--- config.mk ---
export PLATFORM = sky130hd
export DESIGN_NAME = gate_sweep_ctrl_flat
export DESIGN_NICKNAME = d
export VERILOG_FILES = /design/src/rtl/gate_sweep_ctrl_if.sv /design/src/rtl/gate_sweep_ctrl.sv /design/src/flat_wrapper.sv
export SDC_FILE = /design/constraint.sdc
export NUM_CORES = 1
export LEC_CHECK = 0
export BUFFER_PORTS_ARGS = -buffer_cell sky130_fd_sc_hd__buf_2
export CELL_PAD_IN_SITES_DETAIL_PLACEMENT = 0
export CELL_PAD_IN_SITES_GLOBAL_PLACEMENT = 2
export CORE_ASPECT_RATIO = 1.5
export CORE_MARGIN = 4
export CORE_UTILIZATION = 34
export DETAILED_ROUTE_END_ITERATION = 7
export GPL_ROUTABILITY_DRIVEN = 0
export GPL_TIMING_DRIVEN = 0
export PLACE_DENSITY = 0.74
export SETUP_SLACK_MARGIN = 0.1
export SYNTH_ARGS = -nofsm -noshare
export SYNTH_HDL_FRONTEND = slang
export SYNTH_SLANG_ARGS = --single-unit
--- constraint.sdc ---
create_clock -name clk -period 2.2 [get_ports clk]
set_clock_uncertainty 0.05 [all_clocks]
set_input_delay 0.22 -clock clk [delete_from_list [all_inputs] [get_ports clk]]
set_output_delay 0.22 -clock clk [all_outputs]
set_load 0.1 [all_outputs]
--- src/rtl/gate_sweep_ctrl_if.sv ---
// Control/status and gate-side signal bundle for gate_sweep_ctrl.
//   start     : sweep request (sampled only while the controller is idle)
//   expected  : truth table, bit i = required gate output for vector i
//   gate_out  : output of the gate under test
//   gate_in   : vector driven to the gate (MSB = first operand)
//   busy      : sweep in progress
//   done      : sweep complete, level until next accepted start or reset
//   pass      : 1 iff the last sweep had no mismatches (valid with done)
//   fail_cnt  : number of mismatching vectors in the last sweep
//   fail_vec  : lowest-numbered failing vector of the last sweep
// master = register block / gate side, slave = the sweep controller.
interface gate_sweep_ctrl_if #(
    parameter int N_IN = 2
);
    logic                 start;
    logic [2**N_IN-1:0]   expected;
    logic                 gate_out;
    logic [N_IN-1:0]      gate_in;
    logic                 busy;
    logic                 done;
    logic                 pass;
    logic [N_IN:0]        fail_cnt;
    logic [N_IN-1:0]      fail_vec;

    modport master (
        output start, expected, gate_out,
        input  gate_in, busy, done, pass, fail_cnt, fail_vec
    );

    modport slave (
        input  start, expected, gate_out,
        output gate_in, busy, done, pass, fail_cnt, fail_vec
    );
endinterface

--- src/rtl/gate_sweep_ctrl.sv ---
// Self-test sequencer for a small combinational gate. On an accepted start it
// walks every input vector 0..2^N_IN-1 in ascending order, holds each for
// SETTLE cycles, samples the gate output for one cycle and compares it to the
// truth table captured at start. Reports pass, mismatch count and the first
// failing vector.
// Ports:
//   clk  : system clock, rising edge
//   rst  : asynchronous active-high reset
//   bus  : gate_sweep_ctrl_if slave modport (control/status + gate signals)
module gate_sweep_ctrl #(
    parameter int N_IN   = 2,
    parameter int SETTLE = 2
) (
    input  logic                clk,
    input  logic                rst,
    gate_sweep_ctrl_if.slave    bus
);

    localparam int              CW       = (SETTLE > 1) ? $clog2(SETTLE) : 1;
    localparam logic [CW-1:0]   CNT_LAST = CW'(SETTLE - 1);
    localparam logic [N_IN:0]   VEC_LAST = (N_IN + 1)'(2**N_IN - 1);

    typedef enum logic [1:0] {
        S_IDLE,
        S_SETTLE,
        S_SAMPLE
    } state_t;

    state_t               state_q,    state_d;
    logic [N_IN:0]        vec_q,      vec_d;
    logic [CW-1:0]        cnt_q,      cnt_d;
    logic [2**N_IN-1:0]   table_q,    table_d;
    logic                 first_q,    first_d;
    logic [N_IN-1:0]      gate_in_q,  gate_in_d;
    logic                 busy_q,     busy_d;
    logic                 done_q,     done_d;
    logic                 pass_q,     pass_d;
    logic [N_IN:0]        fail_cnt_q, fail_cnt_d;
    logic [N_IN-1:0]      fail_vec_q, fail_vec_d;

    always_ff @(posedge clk or posedge rst) begin
        if (rst) begin
            state_q    <= S_IDLE;
            vec_q      <= '0;
            cnt_q      <= '0;
            table_q    <= '0;
            first_q    <= 1'b0;
            gate_in_q  <= '0;
            busy_q     <= 1'b0;
            done_q     <= 1'b0;
            pass_q     <= 1'b0;
            fail_cnt_q <= '0;
            fail_vec_q <= '0;
        end else begin
            state_q    <= state_d;
            vec_q      <= vec_d;
            cnt_q      <= cnt_d;
            table_q    <= table_d;
            first_q    <= first_d;
            gate_in_q  <= gate_in_d;
            busy_q     <= busy_d;
            done_q     <= done_d;
            pass_q     <= pass_d;
            fail_cnt_q <= fail_cnt_d;
            fail_vec_q <= fail_vec_d;
        end
    end

    always_comb begin
        state_d    = state_q;
        vec_d      = vec_q;
        cnt_d      = cnt_q;
        table_d    = table_q;
        first_d    = first_q;
        gate_in_d  = gate_in_q;
        busy_d     = busy_q;
        done_d     = done_q;
        pass_d     = pass_q;
        fail_cnt_d = fail_cnt_q;
        fail_vec_d = fail_vec_q;

        case (state_q)
            S_IDLE: begin
                if (bus.start) begin
                    table_d    = bus.expected;
                    vec_d      = '0;
                    gate_in_d  = '0;
                    cnt_d      = '0;
                    fail_cnt_d = '0;
                    fail_vec_d = '0;
                    first_d    = 1'b0;
                    done_d     = 1'b0;
                    pass_d     = 1'b0;
                    busy_d     = 1'b1;
                    state_d    = S_SETTLE;
                end
            end

            S_SETTLE: begin
                if (cnt_q == CNT_LAST) begin
                    cnt_d   = '0;
                    state_d = S_SAMPLE;
                end else begin
                    cnt_d = cnt_q + CW'(1);
                end
            end

            S_SAMPLE: begin
                if (bus.gate_out != table_q[vec_q[N_IN-1:0]]) begin
                    fail_cnt_d = fail_cnt_q + (N_IN + 1)'(1);
                    if (!first_q) begin
                        fail_vec_d = vec_q[N_IN-1:0];
                        first_d    = 1'b1;
                    end
                end
                if (vec_q == VEC_LAST) begin
                    state_d   = S_IDLE;
                    busy_d    = 1'b0;
                    done_d    = 1'b1;
                    gate_in_d = '0;
                    // Uses the updated count so the final sample is included.
                    pass_d    = (fail_cnt_d == '0);
                end else begin
                    vec_d     = vec_q + (N_IN + 1)'(1);
                    gate_in_d = vec_d[N_IN-1:0];
                    state_d   = S_SETTLE;
                end
            end

            default: state_d = S_IDLE;
        endcase
    end

    assign bus.gate_in  = gate_in_q;
    assign bus.busy     = busy_q;
    assign bus.done     = done_q;
    assign bus.pass     = pass_q;
    assign bus.fail_cnt = fail_cnt_q;
    assign bus.fail_vec = fail_vec_q;

endmodule

--- src/flat_wrapper.sv ---
// flat-port wrapper written by rule: the top's interface ports become plain ports
module gate_sweep_ctrl_flat 
#(
    parameter int N_IN   = 2,
    parameter int SETTLE = 2
)
  (clk, rst, bus_start, bus_expected, bus_gate_out, bus_gate_in, bus_busy, bus_done, bus_pass, bus_fail_cnt, bus_fail_vec);
  gate_sweep_ctrl_if #(.N_IN(N_IN)) bus_i ();
  input  logic clk;
  input  logic rst;
  input wire logic [$bits(bus_i.start)-1:0] bus_start;
  input wire logic [$bits(bus_i.expected)-1:0] bus_expected;
  input wire logic [$bits(bus_i.gate_out)-1:0] bus_gate_out;
  output wire logic [$bits(bus_i.gate_in)-1:0] bus_gate_in;
  output wire logic [$bits(bus_i.busy)-1:0] bus_busy;
  output wire logic [$bits(bus_i.done)-1:0] bus_done;
  output wire logic [$bits(bus_i.pass)-1:0] bus_pass;
  output wire logic [$bits(bus_i.fail_cnt)-1:0] bus_fail_cnt;
  output wire logic [$bits(bus_i.fail_vec)-1:0] bus_fail_vec;
  assign bus_i.start = bus_start;
  assign bus_i.expected = bus_expected;
  assign bus_i.gate_out = bus_gate_out;
  assign bus_gate_in = bus_i.gate_in;
  assign bus_busy = bus_i.busy;
  assign bus_done = bus_i.done;
  assign bus_pass = bus_i.pass;
  assign bus_fail_cnt = bus_i.fail_cnt;
  assign bus_fail_vec = bus_i.fail_vec;
  gate_sweep_ctrl #(.N_IN(N_IN), .SETTLE(SETTLE)) u_core (.clk(clk), .rst(rst), .bus(bus_i));
endmodule
# Word level (Yosys, flattened, before mapping)
# Index checks and enable logic that the tools add are counted.
# totals
ff_bits	21
input_bits	8
out_inout_bits	10
elab_cells	67
# op_classes
addsub	3
order_cmp	1
eq_ne	10
mux	30
n_reduce_logical	12
# op_table
cell	n
2-bit 2-to-1 mux	6
3-bit 2-to-1 mux	4
3-bit case mux with 2 select lines	2
1-bit case mux with 2 select lines	5
1-bit 2-to-1 mux	9
3-bit AND reduction	3
2-bit case mux with 2 select lines	2
2-bit AND reduction	4
3-bit by 1-bit adder with 3-bit output, second input constant	2
2-bit by 1-bit inequality test with 1-bit output, second input constant	3
2-bit inequality test, second input constant	3
2-bit case mux with 3 select lines	1
4-bit AND reduction	1
2-bit nonzero test	2
3-bit by 2-bit == test with 1-bit output, second input constant	1
3-bit zero test	1
2-bit by 3-bit less-than comparator with 1-bit output, second input constant	1
1-bit binary-select mux with 2-bit select	1
2-bit by 1-bit == test with 1-bit output, second input constant	1
2-bit == test, second input constant	1
2-bit zero test	1
1-bit adder, second input constant	1
1-bit inequality test	1

# Depth between registers and ports, before layout
# Gate-level depths: netlist (run 1).
# logic_depth
depth_word	8
depth_mapped	6
mapped_depth_nobuf	6

# Least setup slack after synthesis (run 1)
# OpenSTA, ideal clock, no wires.
# synth_path
kind	flip-flop to flip-flop
from	register u_core.fail_cnt_q[0], in the netlist u_core.bus.fail_cnt[0]
to	register u_core.fail_cnt_q[2], in the netlist u_core.bus.fail_cnt[2]
setup_time_ns	0.072
arrival_time_ns	1.895
t_required_ns	2.078
slack_ns	0.183
stages_incl_launch_ff	5
path_buffers	0
synth_period_minus_slack_ns	2.017
path_cell_list	dfrtp_1 > ha_1 > inv_1 > or4_1 > nand3_1
# synth_between
elab_chain_cells	4
# synth_rtl
item	line_no	text
start: declaration	gate_sweep_ctrl.sv:38	logic [N_IN:0] fail_cnt_q, fail_cnt_d;
start signal: assignment	gate_sweep_ctrl.sv:64	fail_cnt_q <= fail_cnt_d;
3-bit by 1-bit adder with 3-bit output	gate_sweep_ctrl.sv:110	fail_cnt_d = fail_cnt_q + (N_IN + 1)'(1);
3-bit 2-to-1 mux	gate_sweep_ctrl.sv:109	if (bus.gate_out != table_q[vec_q[N_IN-1:0]]) begin
3-bit 2-to-1 mux	gate_sweep_ctrl.sv:82	case (state_q)
3-bit case mux with 2 select lines	gate_sweep_ctrl.sv:82	
# Every way passes these cells. The select of a mux whose other input is x is not followed.
# A chain may end at the register's enable or synchronous reset.

# Worst setup path in the final report (run 1)
# layout_path
from	register u_core.vec_q[1]
to	register u_core.fail_vec_q[0], in the netlist u_core.bus.fail_vec[0]
# layout_between
elab_chain_cells	5
# layout_rtl
item	line_no	text
start: declaration	gate_sweep_ctrl.sv:30	logic [N_IN:0] vec_q, vec_d;
start signal: assignment	gate_sweep_ctrl.sv:56	vec_q <= vec_d;
1-bit binary-select mux with 2-bit select	gate_sweep_ctrl.sv:109	
1-bit 2-to-1 mux (implied by the code)	gate_sweep_ctrl.sv:109	
1-bit inequality test	gate_sweep_ctrl.sv:109	
2-bit by 1-bit inequality test with 1-bit output (no source line)	--	
4-bit AND reduction (no source line)	--	
end signal: assignment	gate_sweep_ctrl.sv:65	fail_vec_q <= fail_vec_d;
end: declaration	gate_sweep_ctrl.sv:39	logic [N_IN-1:0] fail_vec_q, fail_vec_d;
# Every way passes these cells. The select of a mux whose other input is x is not followed.

==> reports/qor.csv, run 1 <==
stage,metric,value,unit
yosys,post-synthesis adder-cell area fraction,3.672,%
floorplanning,Std-Cell Core Area,2913,um2
critical_path,Worst path max stage delay,580,ps
detailed_routing,final wirelength,1.956,mm
sta,final setup violating endpoints,0,
yosys,sequential area share after synthesis,51.41,%
grt,met1 usage,14.84,%
detailed_routing,drt drc,0,
floorplanning,IO Count,18,
detailed_routing,via count of the routed design,737,
clock_network,root buf cell,clkbuf_8,
sta,Fmax,0.4955,GHz
placement,post-DP HPWL,1.483,mm
min_path,worst min path class,in -> async,
clock_network,H-tree depth,1,
yosys,largest family of logic cells by synthesized area,simple AND/OR/NAND/NOR gates,
grt,vias in the first global route,775,
critical_path,crit-path cells,mux4_2 -> xnor2_4 -> or3_4 -> mux2_4,
clock_network,Skew-Pair Late Insertion Delay,250,ps
yosys,post-synthesis simple-gate area fraction,17.14,%
floorplanning,Die X,52.77,um
sta,Slew Limit Fails,0,
clock_network,TritonCTS Sinks,21,
clock_network,Max clock buf depth,2,
critical_path,CP Class,reg -> reg,
detailed_routing,routed len/inst,12.87,um
clock_network,CTS tree,yes,
detailed_routing,via/cell ratio,4.849,
critical_path,"Slowest-stage cell, CP",mux4_2,
sta,setup TNS,0,ps
sta,unrepaired setup endpoints after global routing,no,
final_layout,Post-layout nets,125,
clock_network,hold buffers post-CTS,0,
yosys,count of cell types in the netlist,30,
grt,initial antenna violation count,0,
run_status,outcome,completed,
floorplanning,Initial Util,35.09,%
floorplanning,die height,75.16,um
yosys,cell area after synthesis,1022,um2
pwr,PD cells,1545,nW/um2
detailed_routing,drt initial violations,11,
sta,PnR worst setup slack,181.7,ps
grt,total track usage,11.97,%
final_layout,layout cells sized above 1,27.43,%
clock_network,Clock transition at path regs,70,ps
pwr,Max IR drop VDD,613.0,uV
final_layout,non-filler instance count after layout,152,
final_layout,Diodes inserted,0,
critical_path,CP bufs+invs,0,
sta,hold_ws,49.04,ps
yosys,post-synthesis mux area share,11.51,%
clock_network,setup bufs post-CTS,0,
pwr,Lkg Pwr,0.5829,nW
final_layout,Area Overhead vs Synth,19.09,%
placement,pre-CTS setup slack,114.6,ps
placement,dpl cells,148,
grt,first-pass GRT wire length,3.470,mm
run,Max Cap Viol,0,
yosys,Synth Area in Compound Gates,11.26,%
sta,worst-margin pin slew,780.0,ps
sta,Hold Fails Final Rpt,0,
detailed_routing,Routed Antenna Nets,0,
grt,pin count of the biggest net entering global routing,22,
sta,Tmin final,2018,ps
grt,Congestion Overflow GR,0,
detailed_routing,Pre-Repair DR Iteration Count,3,
sta,fin crit share,91.74,%
critical_path,startpoint type of the worst setup path,flop,
yosys,post-synthesis xor/xnor area fraction,2.448,%
yosys,"Avg Cell Area, Syn",11.11,um2
critical_path,worst endpoint required time,2290,ps
yosys,Synth Instances,92,
yosys,register bit count reported by yosys,21,
critical_path,CP endpoint kind,flop,
critical_path,crit-path leading delay family,multiplexers,
floorplanning,row cnt,24,
sta,slew margin rel.,47.94,%
grt,GR Util met2,20.44,%
critical_path,CP max FO,9,
floorplanning,full die area,3966,um2
critical_path,Worst EP arrival,2110,ps
yosys,yosys warns,0,
placement,PortBufs,17,
grt,met3 Track Usage GR,1.782,%
clock_network,CTS Buf Count,3,
yosys,post-synth net total,103,
grt,Top Usage Layer GRT,met2,
pwr,Final Power,0.001880,W
[cell type report]
type,instances,area (um2)
clock buffer,4,45.04
tap,39,48.80
sequential,21,526.8
timing repair buffer,17,85.08
fill,293,1695
multi-input combinational,64,485.5
buffer,2,7.507
inverter,5,18.77
[cells by family after synthesis]
group | after synthesis
AO/OA/AOI/OAI | 18
XOR/XNOR | 2
adder cells (fa/ha/maj) | 3
buffers and inverters | 7
flip-flops | 21
multiplexers | 9
AND/OR/NAND/NOR | 32
[flip-flops by register name (all words and copies together) (netlist names)]
signal	count
u_core.table_q	4
u_core.bus.fail_cnt	3
u_core.vec_q	3
u_core.bus.fail_vec	2
u_core.bus.gate_in	2
u_core.state_q	2
u_core.bus.busy	1
u_core.bus.done	1
u_core.bus.pass	1
u_core.cnt_q	1
u_core.first_q	1
[worst register-to-register path: cells and delay by family (launching register included)]
kind,cells,cell delay [ps]
multiplexers,2,880
flip-flops,1,420
AND/OR/NAND/NOR,1,360
XOR/XNOR,1,200
[what timing repair did]
action                     CTS  global route
hold endpoints to repair     0             0
setup endpoints to repair    2             4
resized for setup            1             2
[final timing paths]
kind / endpoint / startpoint / slack (ps) / depth (start not counted)
max in group asynchronous: u_core.vec_q[1]$_DFFE_PP0P_ / rst / 1510 / 2
worst min-delay path: u_core.bus.fail_cnt[1]$_DFFE_PP0P_ / rst / 50 / 2
min in group clk: u_core.table_q[2]$_DFFE_PP0P_ / bus_expected[2] / 150 / 2
worst max-delay path: u_core.bus.fail_vec[0]$_DFFE_PP0P_ / u_core.vec_q[1]$_DFFE_PP0P_ / 180 / 4
worst max register to register: u_core.bus.fail_vec[0]$_DFFE_PP0P_ / u_core.vec_q[1]$_DFFE_PP0P_ / 180 / 4
worst min register to register: u_core.bus.gate_in[0]$_DFFE_PP0P_ / u_core.bus.gate_in[0]$_DFFE_PP0P_ / 440 / 2
[synth_stat cells]
cell type  count  area share (%)
xnor2_2        1             1.6
a22o_1         3             2.6
inv_1          5             1.8
o21bai_1       1            0.73
mux2_4         2             2.9
o21ai_0        9             4.4
or3_1          1            0.61
o22ai_1        1            0.61
nand2_1        9             3.3
clkbuf_1       2            0.73
mux2i_1        2             2.0
o31ai_1        1            0.73
dfrtp_1       21              51
o211ai_1       1            0.73
or4_1          1            0.73
nor2b_1        3             1.8
mux4_2         1             2.2
a21o_1         1            0.73
mux2_2         4             4.4
nor2_1         3             1.1
nand3_1        5             2.4
nor3_1         2            0.98
nand2b_1       3             1.8
ha_1           3             3.7
xor2_1         1            0.86
o21a_1         1            0.73
or3_4          1             1.1
or4b_1         1            0.98
nand3b_1       2             1.5
nor3b_1        1            0.73
[per-layer routing]
layer	routed length, um	share of wire [%]	vias up
li1	-	-	370
met3	46	2.4	4
met1	850	43	353
met2	1026	52	10
met4	33	1.7	0
met5	0	0	-
[power by group]
group | internal [W] | total [W] | switching, W
Clock | 0.000129 | 0.000242 | 0.000113
Combinational | 0.000329 | 0.000996 | 0.000666
Sequential | 0.000523 | 0.000643 | 0.000120
Total | 0.000981 | 0.00188 | 0.000899
[through the flow]
| step | cell area [um2] | utilization [%] |
|---|---|---|
| 6_report | 1217 | 41.80 |
| 4_1_cts | 1212 | 41.62 |
| 3_3_place_gp | 1156 | 39.69 |
| 3_5_place_dp | 1156 | 39.69 |
| 5_1_grt | 1217 | 41.80 |
| 2_1_floorplan | 1022 | - |
[cells in the final DEF, fill, tap and decap left out, drive strengths merged, types with 2 or more instances in the layout]
cell type  Yosys  layout
or3            2       2
mux2           6       6
nand2b         3       3
nor2b          3       3
a22o           3       3
inv            5       5
nand3          5       5
nor2           3       3
clkbuf         2       6
nand2          9       9
nor3           2       2
mux2i          2       2
o21ai          9       9
dfrtp         21      21
nand3b         2       2
buf            0      17
ha             3       3
No activity file was read; power rests on OpenSTA's default activity.
==> run 2: changes to the inputs <==
- RECOVER_POWER: default -> 100
==> reports/qor.csv, run 2 (same netlist as run 1, synthesis figures left out) <==
stage,metric,value,unit,change
run_status,outcome,completed,,
clock_network,Clock transition at path regs,70,ps,about the same
pwr,sequential power share,34.6,%,+0.4 points
clock_network,TritonCTS Sinks,21,,unchanged
min_path,worst min path class,in -> async,,
clock_network,root buf cell,clkbuf_8,,
clock_network,hold buffers post-CTS,0,,unchanged
floorplanning,die height,75.16,um,unchanged
critical_path,CP bufs+invs,0,,unchanged
floorplanning,row cnt,24,,unchanged
sta,slew margin rel.,22.27,%,-26 points
pwr,Clock power frac,13.1,%,+0.2 points
sta,Tmin final,2045,ps,+26.75 ps
pwr,Switch Pwr,0.0008983,W,about the same
pwr,Sw Share,48.31,%,+0.50 points
detailed_routing,routed len/inst,12.91,um,+0.31%
detailed_routing,drt drc,0,,unchanged
critical_path,worst endpoint required time,2290,ps,about the same
sta,fin crit share,92.96,%,+1.2 points
critical_path,critical path depth,4,,unchanged
final_layout,FF+latch area,526.8,um2,unchanged
grt,pin count of the biggest net entering global routing,22,,unchanged
pwr,PD cells,1555,nW/um2,+0.65%
final_layout,max reg flops,4,,unchanged
critical_path,CP endpoint kind,flop,,
clock_network,CTS Buf Count,3,,unchanged
sta,final setup violating endpoints,0,,unchanged
floorplanning,Std-Cell Core Area,2913,um2,unchanged
critical_path,CP max FO,9,,unchanged
detailed_routing,via/cell ratio,4.921,,+1.5%
critical_path,CP Class,reg -> reg,,
sta,setup TNS,0,ps,unchanged
final_layout,Area Overhead vs Synth,17.01,%,
final_layout,Filler cells,297,,+1.4%
clock_network,setup bufs post-CTS,0,,unchanged
final_layout,Diodes inserted,0,,unchanged
critical_path,Worst Reg-to-Reg Cells,4,,unchanged
critical_path,Worst path max stage delay,580,ps,about the same
final_layout,"commonest non-fill, non-tap cell in the layout",dfrtp_1,,
sta,unrepaired setup endpoints after global routing,no,,
placement,PortBufs,17,,unchanged
grt,vias in the first global route,775,,unchanged
floorplanning,full die area,3966,um2,unchanged
final_layout,Post-layout nets,125,,unchanged
detailed_routing,final wirelength,1.962,mm,+0.31%
critical_path,startpoint type of the worst setup path,flop,,
grt,Congestion Overflow GR,0,,unchanged
pwr,Comb power frac,52.2,%,-0.8 points
sta,worst-margin pin slew,1171,ps,+390.9 ps
run,Max Cap Viol,0,,unchanged
clock_network,H-tree depth,1,,unchanged
floorplanning,Die X,52.77,um,unchanged
critical_path,crit-path leading delay family,multiplexers,,
placement,dpl cells,148,,unchanged
clock_network,Skew-Pair Late Insertion Delay,250,ps,about the same
detailed_routing,drt initial violations,15,,+4
detailed_routing,Pre-Repair DR Iteration Count,4,,+1
sta,Slew Limit Fails,0,,unchanged
final_layout,most frequent cells in the layout,"20 x dfrtp_1, 13 x clkbuf_1, 9 x nand2_1, 9 x o21ai_0, 7 x buf_2",,
critical_path,"Slowest-stage cell, CP",mux4_2,,
grt,first-pass GRT wire length,3.470,mm,unchanged
critical_path,Worst EP arrival,2140,ps,+30 ps
detailed_routing,Routed Antenna Nets,0,,unchanged
grt,total track usage,11.97,%,unchanged
sta,Fmax,0.4890,GHz,-1.3%
pwr,Lkg Pwr,0.5416,nW,-7.1%
final_layout,non-filler instance count after layout,152,,unchanged
final_layout,Biggest register,u_core.table_q,,
pwr,Max IR drop VDD,628.0,uV,+2.4%
final_layout,area occupied by multi-input gates,476.7,um2,-1.8%
pwr,Pint,0.0009613,W,-2.1%
critical_path,crit-path cells,mux4_2 -> xnor2_4 -> or3_1 -> mux2_4,,
placement,post-DP HPWL,1.483,mm,unchanged
grt,initial antenna violation count,0,,unchanged
clock_network,CTS tree,yes,,
sta,Hold Fails Final Rpt,0,,unchanged
clock_network,Max clock buf depth,2,,unchanged
floorplanning,IO Count,18,,unchanged
floorplanning,Initial Util,35.09,%,unchanged
final_layout,layout cells sized above 1,16.81,%,-11 points
detailed_routing,via count of the routed design,748,,+1.5%
sta,hold_ws,51.30,ps,+2.265 ps
## run 2: per-stage QoR
step,util (%),power (W),setup WS [ps],instance area (um2)
after CTS,41.62,0.001906,124.4,1212
final,41.07,0.001860,154.9,1196
after global placement,39.69,0.001606,125.2,1156
after detailed placement,39.69,0.001621,114.6,1156
after global routing,41.07,0.002009,80.21,1196
after floorplan,-,0.001425,182.9,1022
## run 2: final timing paths
path	end	from	slack (ps)
worst max-delay path	u_core.bus.fail_vec[1]$_DFFE_PP0P_	u_core.vec_q[1]$_DFFE_PP0P_	150
worst min-delay path	u_core.bus.fail_cnt[1]$_DFFE_PP0P_	rst	50
worst max register to register	u_core.bus.fail_vec[1]$_DFFE_PP0P_	u_core.vec_q[1]$_DFFE_PP0P_	150
worst min register to register	u_core.bus.gate_in[1]$_DFFE_PP0P_	u_core.bus.gate_in[1]$_DFFE_PP0P_	440
max in group asynchronous	u_core.vec_q[1]$_DFFE_PP0P_	rst	1500
min in group clk	u_core.table_q[2]$_DFFE_PP0P_	bus_expected[2]	140
## run 2: power groups by stage
| stage | sequential (W) | clock (W) | combinational (W) |
|---|---|---|---|
| after global routing | 0.000671 | 0.000272 | 0.00107 |
| after detailed placement | 0.000649 | 0 | 0.000973 |
| after floorplan | 0.000951 | 0 | 0.000474 |
| final | 0.000644 | 0.000244 | 0.000972 |
| after CTS | 0.000641 | 0.000256 | 0.00101 |
| after global placement | 0.000640 | 0 | 0.000966 |
## run 2: layout make-up
type,instances,area share [%]
buffer,2,0.6276
tap,39,4.079
sequential,21,44.04
clock buffer,4,3.766
inverter,5,1.569
timing repair buffer,17,6.067
multi-input combinational,64,39.85
## run 2: worst register-to-register path, delay by kind of cell, from the launching register on
family / cells / cell delay (ps)
xor gates and xnor gates: 1 / 200
and+or+nand+nor: 1 / 380
DFF: 1 / 420
muxes: 2 / 890
## run 2: routing by layer
layer | vias up | global-route usage (%) | routed length (um)
li1 | 369 | - | -
met1 | 363 | 14.84 | 858
met3 | 5 | 1.782 | 49
met2 | 11 | 20.44 | 1013
met5 | - | 0 | 0
met4 | 0 | 5.114 | 40
## run 2: timing repair
action                     4_1_cts  5_1_grt
pin swaps                        0        0
gates cloned                     0        0
setup endpoints to repair        2        4
resized for setup                1        2
==> run 3: changes to the inputs <==
- CORE_MARGIN: 4 -> default
- CORE_UTILIZATION: 34 -> 36
- CTS_BUF_LIST: default -> sky130_fd_sc_hd__clkbuf_8
- PLACE_DENSITY: 0.74 -> 0.78
- TNS_END_PERCENT: default -> 20
==> reports/qor.csv, run 3 (same netlist as run 1, synthesis figures left out) <==
stage,metric,value,unit,change
run_status,outcome,completed,,
detailed_routing,drt initial violations,9,,-6
clock_network,CTS tree,yes,,
run,Max Cap Viol,0,,unchanged
grt,vias in the first global route,800,,+3.2%
detailed_routing,Routed Antenna Nets,0,,unchanged
final_layout,layout cells sized above 1,16.81,%,unchanged
critical_path,CP endpoint kind,flop,,
critical_path,startpoint type of the worst setup path,flop,,
detailed_routing,final wirelength,2.012,mm,+2.5%
critical_path,worst endpoint required time,2290,ps,about the same
clock_network,Max clock buf depth,2,,unchanged
detailed_routing,drt drc,0,,unchanged
sta,Fmax,0.4799,GHz,-1.9%
pwr,Sw Share,48.72,%,+0.42 points
clock_network,setup bufs post-CTS,0,,unchanged
final_layout,Filler cells,282,,-5.1%
placement,dpl cells,146,,-1.4%
placement,PortBufs,17,,unchanged
detailed_routing,routed len/inst,13.41,um,+3.9%
pwr,Clock power frac,13.6,%,+0.5 points
final_layout,Diodes inserted,0,,unchanged
final_layout,"commonest non-fill, non-tap cell in the layout",dfrtp_1,,
pwr,sequential power share,34.2,%,-0.4 points
critical_path,Worst path max stage delay,590,ps,about the same
final_layout,"Non-Filler Cell Area, Final",1195,um2,-0.10%
floorplanning,Die X,45.51,um,-14%
min_path,worst min path class,in -> async,,
floorplanning,IO Count,18,,unchanged
floorplanning,Initial Util,38.20,%,+3.1 points
pwr,PD cells,1561,nW/um2,+0.41%
critical_path,crit-path cells,mux4_2 -> xnor2_4 -> or3_4 -> mux2_1,,
clock_network,H-tree depth,1,,unchanged
sta,worst-margin pin slew,1168,ps,-2.889 ps
sta,setup TNS,0,ps,unchanged
grt,Congestion Overflow GR,0,,unchanged
sta,slew margin rel.,22.47,%,+0.19 points
grt,first-pass GRT wire length,3.560,mm,+2.6%
clock_network,root buf cell,clkbuf_8,,
pwr,Pint,0.0009564,W,-0.50%
floorplanning,Std-Cell Core Area,2676,um2,-8.1%
pwr,Max IR drop VDD,605.7,uV,-3.6%
detailed_routing,via/cell ratio,5.007,,+1.7%
clock_network,TritonCTS Sinks,21,,unchanged
sta,unrepaired setup endpoints after global routing,yes,,
final_layout,Biggest register,u_core.table_q,,
sta,final setup violating endpoints,0,,unchanged
floorplanning,die height,67.26,um,-11%
critical_path,CP max FO,9,,unchanged
placement,post-DP HPWL,1.475,mm,-0.57%
sta,Hold Fails Final Rpt,0,,unchanged
sta,fin crit share,94.71,%,+1.8 points
final_layout,Post-layout nets,125,,unchanged
detailed_routing,Pre-Repair DR Iteration Count,3,,-1
final_layout,Area Overhead vs Synth,16.89,%,
final_layout,most frequent cells in the layout,"21 x dfrtp_1, 12 x clkbuf_1, 9 x nand2_1, 9 x o21ai_0, 7 x buf_2",,
critical_path,Worst EP arrival,2180,ps,+40 ps
final_layout,non-filler instance count after layout,150,,-1.3%
pwr,Comb power frac,52.3,%,about the same
clock_network,Clock transition at path regs,80,ps,about the same
pwr,Lkg Pwr,0.5449,nW,+0.61%
placement,Placed Area,1154,um2,-0.22%
clock_network,hold buffers post-CTS,0,,unchanged
grt,total track usage,16.42,%,+4.5 points
grt,pin count of the biggest net entering global routing,22,,unchanged
clock_network,CTS Buf Count,3,,unchanged
grt,initial antenna violation count,0,,unchanged
final_layout,max reg flops,4,,unchanged
critical_path,"Slowest-stage cell, CP",mux4_2,,
critical_path,CP Class,reg -> reg,,
sta,Slew Limit Fails,0,,unchanged
detailed_routing,via count of the routed design,751,,+0.40%
floorplanning,full die area,3061,um2,-23%
pwr,Switch Pwr,0.0009088,W,+1.2%
clock_network,Skew-Pair Late Insertion Delay,260,ps,about the same
sta,Tmin final,2084,ps,+38.57 ps
floorplanning,row cnt,23,,-4.2%
run 3: cell count changes in the layout (fill, tap and decap cells not counted), sizes merged:
cell,change
clkinv,+1
clkbuf,-1
run 3: worst paths after layout:
path / from / endpoint / slack [ps] / cells past startpoint
max: u_core.vec_q[1]$_DFFE_PP0P_ / u_core.bus.fail_vec[0]$_DFFE_PP0P_ / 120 / 4
min: rst / u_core.cnt_q$_DFFE_PP0P_ / 50 / 2
max reg2reg: u_core.vec_q[1]$_DFFE_PP0P_ / u_core.bus.fail_vec[0]$_DFFE_PP0P_ / 120 / 4
min reg2reg: u_core.bus.gate_in[0]$_DFFE_PP0P_ / u_core.bus.gate_in[0]$_DFFE_PP0P_ / 440 / 2
max in group asynchronous: rst / u_core.first_q$_DFFE_PP0P_ / 1560 / 2
min in group clk: bus_expected[3] / u_core.table_q[3]$_DFFE_PP0P_ / 140 / 2
run 3: cell type report:
type                       count  area [um2]  area share (%)
inverter                       5       18.77           1.571
clock buffer                   3       41.29           3.455
multi-input combinational     64       478.0           40.00
timing repair buffer          17       72.57           6.073
buffer                         2       7.507          0.6283
tap                           37       46.29           3.874
sequential                    21       525.5           43.98
clock inverter                 1       5.005          0.4188
run 3: what timing repair did:
action                     4_1_cts  5_1_grt
setup endpoints to repair        2        6
gates resized for setup          1        1
pin swaps                        0        0
run 3: per-layer routing:
layer  global-route usage [%]  part of all wire [%]  up-vias
met5                        0                     0        -
met4                    8.712                   1.1        0
met3                    2.406                   2.5        2
met2                    28.04                    52       10
met1                    19.12                    45      368
li1                         -                     -      371
run 3: stage by stage:
step                total power (W)  hold WS (ps)  worst slack, ps  utilization (%)
global route               0.002016         138.3            36.33            44.65
global placement           0.001603         365.5            118.3            43.10
CTS                        0.001876         86.13            144.1            44.88
floorplan                  0.001425         146.5            182.9                -
finish                     0.001865         47.21            116.4            44.65
detailed placement         0.001614         371.0            115.2            43.10
run 3: worst max-delay path, delay by kind of cell, from the launching register on:
family / cells / cell delay, ps
XOR/XNOR: 1 / 200
flip-flops: 1 / 440
multiplexers: 2 / 910
AND/OR/NAND/NOR: 1 / 360
run 3: power by group through the flow:
stage               combinational [W]  clock (W)  sequential [W]
finish                       0.000975   0.000253        0.000638
detailed placement           0.000969          0        0.000645
CTS                          0.000973   0.000263        0.000640
global route                  0.00107   0.000276        0.000667
floorplan                    0.000474          0        0.000951
global placement             0.000960          0        0.000642
